==> src/rtl/mag_sqrt_ctrl.sv <==
// mag_sqrt_ctrl: sequential magnitude unit, y = floor(sqrt(a^2 + b^2)).
// Squares each operand with a shift-add loop, then hands the sum to an
// external `sqrt` block over its start/busy handshake and returns the root.
// Optional build macro MAG_SQRT_SUMSQ_OUT_EN adds sumsq_b/sumsq_vld outputs
// that expose the radicand once it is issued.
module mag_sqrt_ctrl #(
    parameter int W = 8
) (
    input  logic           clk,
    input  logic           rst,
    input  logic           start,
    input  logic [W-1:0]   a_b,
    input  logic [W-1:0]   b_b,
    output logic           busy,
    output logic [8:0]     y_b,
    output logic [23:0]    sq_x_b,
    output logic           sq_start,
    input  logic           sq_busy,
    input  logic [8:0]     sq_y_b
`ifdef MAG_SQRT_SUMSQ_OUT_EN
    ,
    output logic [2*W:0]   sumsq_b,
    output logic           sumsq_vld
`endif
);

    localparam int ACC_W = 2 * W + 1;
    localparam int CNT_W = $clog2(W);

    localparam logic [2:0] S_IDLE = 3'd0;
    localparam logic [2:0] S_SQ_A = 3'd1;
    localparam logic [2:0] S_SQ_B = 3'd2;
    localparam logic [2:0] S_REQ  = 3'd3;
    localparam logic [2:0] S_GAP  = 3'd4;
    localparam logic [2:0] S_WAIT = 3'd5;

    logic [2:0]       state_q,    state_d;
    logic [W-1:0]     ra_q,       ra_d;
    logic [W-1:0]     rb_q,       rb_d;
    logic [ACC_W-1:0] acc_q,      acc_d;
    logic [CNT_W-1:0] cnt_q,      cnt_d;
    logic             busy_q,     busy_d;
    logic [8:0]       y_q,        y_d;
    logic [23:0]      x_q,        x_d;
    logic             sq_start_q, sq_start_d;
`ifdef MAG_SQRT_SUMSQ_OUT_EN
    logic [ACC_W-1:0] sumsq_q,    sumsq_d;
    logic             sumsq_vld_q, sumsq_vld_d;
`endif

    logic [W-1:0]     op_sel;
    logic [ACC_W-1:0] addend;
    logic             cnt_last;

    // Partial product of the current squaring step: operand shifted by its bit index.
    assign op_sel   = (state_q == S_SQ_A) ? ra_q : rb_q;
    assign addend   = op_sel[cnt_q] ? (ACC_W'(op_sel) << cnt_q) : '0;
    assign cnt_last = (cnt_q == CNT_W'(W - 1));

    // Next-state and datapath update for the square/sum/request sequence.
    always_comb begin
        // NOTE: every _d takes its held value first, so no path through this block infers a latch.
        state_d    = state_q;
        ra_d       = ra_q;
        rb_d       = rb_q;
        acc_d      = acc_q;
        cnt_d      = cnt_q;
        busy_d     = busy_q;
        y_d        = y_q;
        x_d        = x_q;
        sq_start_d = 1'b0;
`ifdef MAG_SQRT_SUMSQ_OUT_EN
        sumsq_d     = sumsq_q;
        sumsq_vld_d = sumsq_vld_q;
`endif
        case (state_q)
            S_IDLE: begin
                if (start) begin
                    ra_d    = a_b;
                    rb_d    = b_b;
                    acc_d   = '0;
                    cnt_d   = '0;
                    busy_d  = 1'b1;
                    state_d = S_SQ_A;
`ifdef MAG_SQRT_SUMSQ_OUT_EN
                    sumsq_vld_d = 1'b0;
`endif
                end
            end
            S_SQ_A, S_SQ_B: begin
                acc_d = acc_q + addend;
                if (cnt_last) begin
                    cnt_d   = '0;
                    state_d = (state_q == S_SQ_A) ? S_SQ_B : S_REQ;
                end else begin
                    cnt_d = cnt_q + 1'b1;
                end
            end
            S_REQ: begin
                x_d        = 24'(acc_q);
                sq_start_d = 1'b1;
                state_d    = S_GAP;
`ifdef MAG_SQRT_SUMSQ_OUT_EN
                sumsq_d     = acc_q;
                sumsq_vld_d = 1'b1;
`endif
            end
            // sqrt raises its busy one cycle after seeing start; skip that cycle.
            S_GAP: begin
                state_d = S_WAIT;
            end
            S_WAIT: begin
                if (!sq_busy) begin
                    y_d     = sq_y_b;
                    busy_d  = 1'b0;
                    state_d = S_IDLE;
                end
            end
            default: begin
                state_d = S_IDLE;
            end
        endcase
    end

    // State registers with synchronous reset; reset abandons any in-flight request.
    always_ff @(posedge clk) begin
        // NOTE: sequential state uses non-blocking assignment so all registers update together.
        if (rst) begin
            state_q    <= S_IDLE;
            ra_q       <= '0;
            rb_q       <= '0;
            acc_q      <= '0;
            cnt_q      <= '0;
            busy_q     <= 1'b0;
            y_q        <= '0;
            x_q        <= '0;
            sq_start_q <= 1'b0;
        end else begin
            state_q    <= state_d;
            ra_q       <= ra_d;
            rb_q       <= rb_d;
            acc_q      <= acc_d;
            cnt_q      <= cnt_d;
            busy_q     <= busy_d;
            y_q        <= y_d;
            x_q        <= x_d;
            sq_start_q <= sq_start_d;
        end
    end

`ifdef MAG_SQRT_SUMSQ_OUT_EN
    // Radicand observation registers, valid from REQ until the next accepted start.
    always_ff @(posedge clk) begin
        if (rst) begin
            sumsq_q     <= '0;
            sumsq_vld_q <= 1'b0;
        end else begin
            sumsq_q     <= sumsq_d;
            sumsq_vld_q <= sumsq_vld_d;
        end
    end

    assign sumsq_b   = sumsq_q;
    assign sumsq_vld = sumsq_vld_q;
`endif

    assign busy     = busy_q;
    assign y_b      = y_q;
    assign sq_x_b   = x_q;
    assign sq_start = sq_start_q;

endmodule
==> config.mk <==
export PLATFORM = sky130hd
export DESIGN_NAME = mag_sqrt_ctrl
export DESIGN_NICKNAME = d
export VERILOG_FILES = /design/src/rtl/mag_sqrt_ctrl.sv
export SDC_FILE = /design/constraint.sdc
export NUM_CORES = 1
export LEC_CHECK = 0
export CAP_MARGIN = 20
export CORE_ASPECT_RATIO = 1.1
export CORE_MARGIN = 2
export CORE_UTILIZATION = 40
export CTS_CLUSTER_DIAMETER = 200
export DETAILED_ROUTE_END_ITERATION = 12
export MAX_ROUTING_LAYER = met4
export PLACE_DENSITY = 0.73
export SYNTH_ARGS = -nofsm -noshare
export SYNTH_HDL_FRONTEND = slang
export SYNTH_SLANG_ARGS = --single-unit
==> constraint.sdc <==
create_clock -name clk -period 8.45 [get_ports clk]
set_clock_uncertainty 0.15 [all_clocks]
set_input_delay 1.2675 -clock clk [delete_from_list [all_inputs] [get_ports clk]]
set_output_delay 1.2675 -clock clk [all_outputs]
set_load 0.01 [all_outputs]
Word-level counts from Yosys, hierarchy flattened
Cells that the tools add are included.

Add/subtract/negate cells: 2. Magnitude comparators: 1. Eq/ne operators: 9. Shift-type cells: 1. Mux-type cells: 18. Bitwise gates (word level): 1. Reductions and logical operators: 9.

Operators with widths (count): 2-to-1 mux 17 bit (2); case mux 17 bit (2 select lines) (1); adder 17 bit (1); << shifter 8 x 3 -> 17 bit (1); 2-to-1 mux 3 bit (5); case mux 3 bit (5 select lines) (1); == test 3 bit (second input constant) (3); 2-to-1 mux 8 bit (1); == test 3 x 2 -> 1 bit (second input constant) (2); != test 2 bit (second input constant) (3); case mux 3 bit (2 select lines) (1); AND reduction 2 bit (3); AND reduction 3 bit (2); 2-to-1 mux 1 bit (5); less-than comparator 3 x 4 -> 1 bit (second input constant) (1); nonzero test 2 bit (2); adder 3 x 1 -> 3 bit (second input constant) (1); binary-select mux 1 bit (select 3 bit) (1); == test 3 x 1 -> 1 bit (second input constant) (1); zero test 3 bit (1); case mux 1 bit (2 select lines) (1); OR reduction 2 bit (1); inverter 1 bit (1).

Register bits: 67. Input bits: 29. Output and inout bits: 35. Logic and storage cells: 50.

Longest topological paths before layout
Gate-level depths: netlist (run 1).

Word-level depth: 7. Depth in mapped cells: 15. Mapped depth without buffers: 13.

Worst setup path after synthesis (run 1)
Ideal clock, no wire load.

Path kind: flip-flop to flip-flop. Start: reg state_q[1]. End: reg acc_q[14]. Library setup time: 0.127 ns. Data arrival time: 3.200 ns. Data required time: 8.173 ns. Slack: 4.973 ns. Cell stages (with the launch flop): 15. Path buffers: 2. Period minus slack after synthesis: 3.477 ns. Cell sequence: dfxtp_1 > buf_4 > nor3b_4 > buf_6 > mux2i_1 > nor2b_1 > o21a_4 > nor2_1 > fa_1 > a211oi_1 > o21ai_0 > a31oi_1 > a211oi_1 > mux2i_1 > o2bb2ai_1.

Longest elaborated chain between the ends: 7. Elaborated cells between the ends (all ways): 14. Classes of those cells: 1 x add/sub; 3 x eq/ne; 1 x shift; 5 x mux; 4 x reduce/logical.

RTL lines: start: declaration (RTL line 37) `logic [2:0] state_q, state_d;`; start signal: assignment (RTL line 139) `state_q <= state_d;`; == test 3 x 1 -> 1 bit (RTL line 56, 76); 2-to-1 mux 8 bit (RTL line 56) `assign op_sel = (state_q == S_SQ_A) ? ra_q : rb_q;`; binary-select mux 1 bit (select 3 bit) (RTL line 57) `assign addend = op_sel[cnt_q] ? (ACC_W'(op_sel) << cnt_q) : '0;`; 2-to-1 mux 1 bit (implied by the code) (RTL line 57); 2-to-1 mux 17 bit (RTL line 57); adder 17 bit (RTL line 91) `acc_d = acc_q + addend;`; case mux 17 bit (2 select lines) (RTL line 76) `case (state_q)`; end signal: assignment (RTL line 132) `acc_q <= '0;`; end signal: assignment (RTL line 142) `acc_q <= acc_d;`; end: declaration (RTL line 40) `logic [ACC_W-1:0] acc_q, acc_d;`.

Several ways; a longest one is shown, not always the timed one. The select of a mux whose other input is x is not followed. A chain may end at the register's enable or synchronous reset.

Worst setup path in the final report (run 1)
Start: reg state_q[0]. End: reg acc_q[14].

Same word-level chain as after synthesis.

==> results of run 1 <==
-- flip-flops by register name, indices dropped and copies added, names as in the netlist --
name and cells:
rb_q 8, state_q 3, sq_start 1, busy 1, y_b 9, sq_x_b 17
ra_q 8, acc_q 17, cnt_q 3
-- through the flow --
stage	hold slack [ps]	worst slack, ps	instances	utilization [%]
after detailed placement	298	4200	627	46.8
after floorplan	286	4970	484	-
after CTS	309	4160	643	48.8
final	305	4140	643	48.8
after global routing	329	3750	643	48.8
after global placement	293	4360	627	46.8
-- synthesized netlist by cell type, types with 6 or more instances --
library cell / number
a21oi_1: 62
a31oi_1: 6
dfxtp_1: 67
nor3_1: 9
a211oi_1: 7
nor2_1: 37
nand2_1: 103
buf_4: 8
o21ai_0: 15
ha_1: 17
a22oi_1: 10
clkbuf_1: 20
mux2i_1: 16
a21o_1: 8
-- cell type report --
cell class | count | area share (%)
sequential | 67 | 29.5
clock buffer | 9 | 2.73
multi-input combinational | 380 | 50.2
timing repair buffer | 58 | 12.6
clock inverter | 7 | 1.29
tap | 117 | 3.22
inverter | 5 | 0.413
-- layout by cell type, fill, tap and decap left out, drive strengths merged, types with 7 or more instances in the layout --
cell           instances
conb                   7
nor2                  37
o21ai                 17
a21oi                 62
inv                    8
a22oi                 10
mux2i                 16
a21o                   8
clkbuf                 9
nor3                   9
ha                    17
a211oi                 7
dfxtp                 67
clkdlybuf4s50         55
nand2                103
-- power by group through the flow --
stage | Clock (uW) | Sequential [uW] | Combinational, uW
floorplan | 0 | 332 | 51.4
global placement | 0 | 337 | 66.4
detailed placement | 0 | 337 | 67.8
CTS | 257 | 330 | 68.2
global route | 270 | 331 | 75.8
finish | 249 | 330 | 68.1
-- kinds of logic after synthesis --
group	synth area share, %
flip-flops	35.4
multiplexers	6.80
AO/OA/AOI/OAI	21.8
other	0.0989
adder cells (fa/ha/maj)	6.14
AND/OR/NAND/NOR	23.4
XOR/XNOR	1.39
buffers and inverters	4.99
-- routing by layer --
layer | GRT usage (%) | up-vias
met1 | 23.0 | 1573
met5 | - | -
met4 | 7.75 | 0
met2 | 28.4 | 83
li1 | - | 1767
met3 | 3.02 | 11
-- worst register-to-register path, cell delays in order, from the launching register on --
cell       delay [ps]
dfxtp_1           460
nor3b_4           660
mux2i_1           580
mux2i_1           200
mux2i_1           220
o22ai_1           100
ha_1              350
o21ai_0           130
o21ai_0           440
a31oi_1           250
a211oi_1          340
mux2i_1           210
o2bb2ai_1         130
-- worst max path at each step --
stage | to | slack [ps] | depth (start not counted)
after floorplan | acc_q[14] | 4970 | 14
after global placement | acc_q[14] | 4360 | 12
after detailed placement | acc_q[14] | 4200 | 13
after CTS | acc_q[14] | 4160 | 12
after global routing | acc_q[14] | 3750 | 12
final | acc_q[14] | 4140 | 12
==> impl_metrics.json, run 1 <==
{
  "end_kind": "flop",
  "ctsRootBufferMaster": "clkbuf_8",
  "antenna_found_initial": 0,
  "crit_path_start": "state_q[0]",
  "ios": 64,
  "start_kind": "flop",
  "synth_seq_cells": 67,
  "synthFlopType": "dfxtp_1",
  "async_flop_share_pct": 0,
  "io_buffers": 56,
  "drc_errors": 0,
  "period_share_pct": 51.0,
  "nets": 568,
  "wl_met1_um": 4220,
  "met3_length_um": 352,
  "slowest_delay_ps": 660,
  "insertion_delay_ps": 360,
  "min_from": "sq_x_b[14]",
  "setup-tns-final_ps": 0,
  "grt_max_degree": 59,
  "ir_worst_vdd_v": 0.0000966,
  "cpMostUsedCell": "mux2i_1",
  "r2r_end": "acc_q[14]",
  "wl_per_cell_um": 13.7,
  "fillCellCount": 944,
  "grt_util_all_layers_pct": 18.0,
  "cp_data_arrival_time_ps": 4430,
  "syn2layout_area_growth_pct": 19.8,
  "met2_length_um": 4120,
  "p_comb_share_pct": 10.5,
  "cts_buffer_depth": 2,
  "clk_pin_slew_worst_paths_ps": 80,
  "post_dp_cell_area_um2": 4360,
  "cts_buffers": 9,
  "status": "complete, no violations",
  "finalSetupViolCount": 0,
  "cts-hold-fix-buffers": 0,
  "power-per-cell-area_nw_per_um2": 142,
  "post_synth_inst_count": 478,
  "cts_max_level": 3,
  "grt-ovfl-total": 0,
  "top_layer_used": "met4",
  "crit_slowest_cell": "nor3b_4",
  "seqPwrFrac_pct": 51.0,
  "synth_area_um2": 3790,
  "rows": 37,
  "period_minus_slack_ps": 4310,
  "reg2reg_from": "state_q[0]",
  "cts_resized": 0,
  "yosysSeqAreaShare_pct": 35.4,
  "drv_cap": 0,
  "drv_slew": 0,
  "die_y_um": 106,
  "r2r_slack_ps": 4140,
  "hold_depth": 2,
  "path_buf_inv": 0,
  "clock_sinks": 67,
  "dp_hpwl_um": 6530,
  "yosys_warnings": 0,
  "synth_top_area_share_pct": 35.4,
  "yosysUniqueCellTypes": 61,
  "register_area_um2": 1340,
  "p_int_uw": 464,
  "rsz0062_at_grt": "false",
  "post_cts_buffers": 0,
  "reg2reg_depth": 12,
  "grt_pass1_vias": 3250,
  "die_w_um": 96.8,
  "start_util_pct": 40.7,
  "max_freq_ghz": 0.232,
  "multi_input_area_um2": 2280,
  "dieArea_um2": 10300,
  "gp_congestion": 0.903,
  "yosysTopAreaCell": "dfxtp_1",
  "cp_data_required_time_ps": 8570,
  "layout-drive-gt1-share_pct": 5.89,
  "cp_max_fo": 13,
  "whs_endpoint": "sq_x_b[14]",
  "diodes": 0,
  "cp_top_family": "compound AO/OA/AOI/OAI gates",
  "switchingPower_uw": 183,
  "grt_pass1_wl_um": 15200,
  "hold_path.class": "flop to flop",
  "maxSlewHeadroom_pct": 48.0,
  "tightest_slew_ps": 779,
  "setup.worst_path.class": "flop to flop",
  "yosys-top-cells-area": "dfxtp_1, nand2_1, a21oi_1",
  "switching_share_pct": 28.3,
  "cts_tree": "done",
  "drt_first_iter_violations": 120,
  "totalWireLength_um": 8840,
  "p_clk_share_pct": 38.5,
  "crit_chain": "nor3b_4, mux2i_1, mux2i_1, mux2i_1, o22ai_1, ha_1, o21ai_0, o21ai_0, a31oi_1, a211oi_1, mux2i_1, o2bb2ai_1",
  "coreArea_um2": 9310,
  "p_total_uw": 647,
  "dr_total_vias": 3434,
  "p_leak_uw": 0.00170,
  "ant_nets": 0,
  "finalHoldViolCount": 0,
  "synth_edf_count": 0,
  "drtPass1Iterations": 4,
  "detail_route.vias_per_cell": 5.34,
  "avgSynthCellArea_um2": 7.93,
  "fin_area_um2": 4540
}
Power figures use the tool's default switching activity.
==> run 2: changes to the inputs <==
==> constraint.sdc (replaced) <==
create_clock -name clk -period 4.3 [get_ports clk]
set_clock_uncertainty 0.15 [all_clocks]
set_input_delay 0.645 -clock clk [delete_from_list [all_inputs] [get_ports clk]]
set_output_delay 0.645 -clock clk [all_outputs]
set_load 0.01 [all_outputs]
==> run 2 against run 1 <==
Sequential power up 96%; first-iteration DRC count up 56%; critical endpoint unchanged; core utilization up 0.94 points; register-to-register slack worse by 3800 ps; routed wire length down 0.15%; cell count up 0.31%; worst setup slack worse by 3800 ps.
==> impl_metrics.json, run 2 (synthesis gave the netlist of run 1 again) <==
{
  "status": "complete, no violations",
  "cp_data_arrival_time_ps": 4120,
  "ctsRootBufferMaster": "clkbuf_8",
  "setup.worst_path.class": "flop to flop",
  "dr_total_vias": 3440,
  "coreArea_um2": 9310,
  "drc_errors": 0,
  "drtPass1Iterations": 5,
  "drt_first_iter_violations": 187,
  "cts-hold-fix-buffers": 0,
  "ios": 64,
  "finalHoldViolCount": 0,
  "die_w_um": 96.8,
  "detail_route.vias_per_cell": 5.33,
  "switching_share_pct": 24.6,
  "ant_nets": 0,
  "p_leak_uw": 0.00174,
  "clk_pin_slew_worst_paths_ps": 80,
  "insertion_delay_ps": 360,
  "power-per-cell-area_nw_per_um2": 311,
  "cp_max_fo": 13,
  "period_minus_slack_ps": 3970,
  "drv_cap": 0,
  "grt_util_all_layers_pct": 17.8,
  "tightest_slew_ps": 799,
  "path_buf_inv": 1,
  "ir_worst_vdd_v": 0.000163,
  "cts_tree": "done",
  "cts_max_level": 3,
  "fillCellCount": 919,
  "crit_slowest_cell": "dfxtp_1",
  "max_freq_ghz": 0.252,
  "drv_slew": 0,
  "grt_pass1_wl_um": 14700,
  "grt-ovfl-total": 0,
  "gp_congestion": 0.971,
  "diodes": 0,
  "seqPwrFrac_pct": 44.9,
  "maxSlewHeadroom_pct": 46.7,
  "totalWireLength_um": 8820,
  "end_kind": "flop",
  "io_buffers": 56,
  "p_int_uw": 1090,
  "layout_common_cells": "nand2_1, dfxtp_1, a21oi_1",
  "rsz0062_at_grt": "false",
  "cts_buffers": 9,
  "grt_max_degree": 43,
  "period_share_pct": 92.4,
  "slowest_delay_ps": 470,
  "cp_top_family": "compound AO/OA/AOI/OAI gates",
  "fin_ws_ps": 326,
  "crit_chain": "nor3b_4, buf_4, mux2i_2, mux2i_1, mux2i_1, o22ai_1, ha_1, o21ai_0, o21ai_0, a31oi_1, a211oi_1, mux2i_1, o2bb2ai_1",
  "post_cts_buffers": 0,
  "dp_hpwl_um": 6530,
  "cpMostUsedCell": "mux2i_1",
  "finalSetupViolCount": 0,
  "setup-tns-final_ps": 0,
  "start_kind": "flop",
  "switchingPower_uw": 355,
  "start_util_pct": 40.7,
  "p_comb_share_pct": 9.6,
  "antenna_found_initial": 0,
  "layout-drive-gt1-share_pct": 6.63,
  "dieArea_um2": 10300,
  "hold_path.class": "flop to flop",
  "cp_data_required_time_ps": 4450,
  "die_y_um": 106,
  "nets": 570,
  "wl_per_cell_um": 13.7,
  "syn2layout_area_growth_pct": 22.2,
  "cts_buffer_depth": 2,
  "grt_pass1_vias": 3127,
  "p_clk_share_pct": 45.5,
  "cts_resized": 0,
  "rows": 37,
  "layout_commonest_cell": "nand2_1",
  "clock_sinks": 67,
  "place_worst_setup_slack_ps": 213
}
==> run 2: changes by cell type in the layout (fill, tap and decap cells not counted), sizes merged <==
cell      before  now
clkinvlp       2    1
bufinv         0    3
clkinv         2    1
inv            8    7
buf            3    5
==> run 2: power groups by stage <==
| stage | combinational (uW) | sequential [uW] | clock (uW) |
|---|---|---|---|
| global route | 153 | 648 | 691 |
| global placement | 134 | 660 | 0 |
| finish | 139 | 646 | 656 |
| CTS | 137 | 646 | 663 |
| floorplan | 101 | 653 | 0 |
| detailed placement | 137 | 660 | 0 |
==> run 2: area by class of cell <==
cell class	count	area [um2]	area share [%]
Sequential cell	67	1340	29.0
Clock buffer	9	124	2.68
Timing Repair Buffer	60	586	12.6
Multi-Input combinational cell	380	2290	49.5
Tap cell	117	146	3.16
Clock inverter	7	124	2.68
Inverter	5	18.8	0.405
==> run 2: through the flow <==
step	hold slack [ps]	std cells	utilization, %	power [uW]	instance area, um2
after floorplan	286	484	-	754	3810
after global placement	293	629	47.0	794	4370
after detailed placement	298	629	47.0	797	4370
after CTS	308	645	49.7	1450	4620
after global routing	318	645	49.8	1490	4630
final	304	645	49.8	1440	4630
==> run 2: final timing paths <==
path,startpoint,to,slack (ps),cells after the start
setup / recovery,state_q[0],acc_q[14],330,13
hold / removal,sq_x_b[10],sq_x_b[10],300,2
setup reg to reg,state_q[0],acc_q[14],330,13
hold reg to reg,sq_x_b[10],sq_x_b[10],300,2
==> run 2: worst reg2reg max path, cell delays in order (launching register included) <==
cell and delay (ps):
dfxtp_1 470, nor3b_4 220, buf_4 250, mux2i_2 450
mux2i_1 180, mux2i_1 270, o22ai_1 120, ha_1 360
o21ai_0 130, o21ai_0 420, a31oi_1 230, a211oi_1 340
mux2i_1 220, o2bb2ai_1 120
==> run 2: metal layers <==
layer | up-vias | part of all wire, % | GRT usage, %
met5 | - | 0 | -
li1 | 1773 | - | -
met4 | 0 | 1.8 | 8.15
met3 | 12 | 5.2 | 2.70
met2 | 89 | 47 | 28.4
met1 | 1566 | 46 | 22.4
==> run 3: changes to the inputs <==
--- a/config.mk
+++ b/config.mk
@@ -10,6 +10,7 @@
 export CORE_MARGIN = 2
 export CORE_UTILIZATION = 40
 export CTS_CLUSTER_DIAMETER = 200
+export CTS_CLUSTER_SIZE = 25
 export DETAILED_ROUTE_END_ITERATION = 12
 export MAX_ROUTING_LAYER = met4
 export PLACE_DENSITY = 0.73
==> results of run 3 <==
No change in the layout: final DEF, timing and power equal those of run 2.
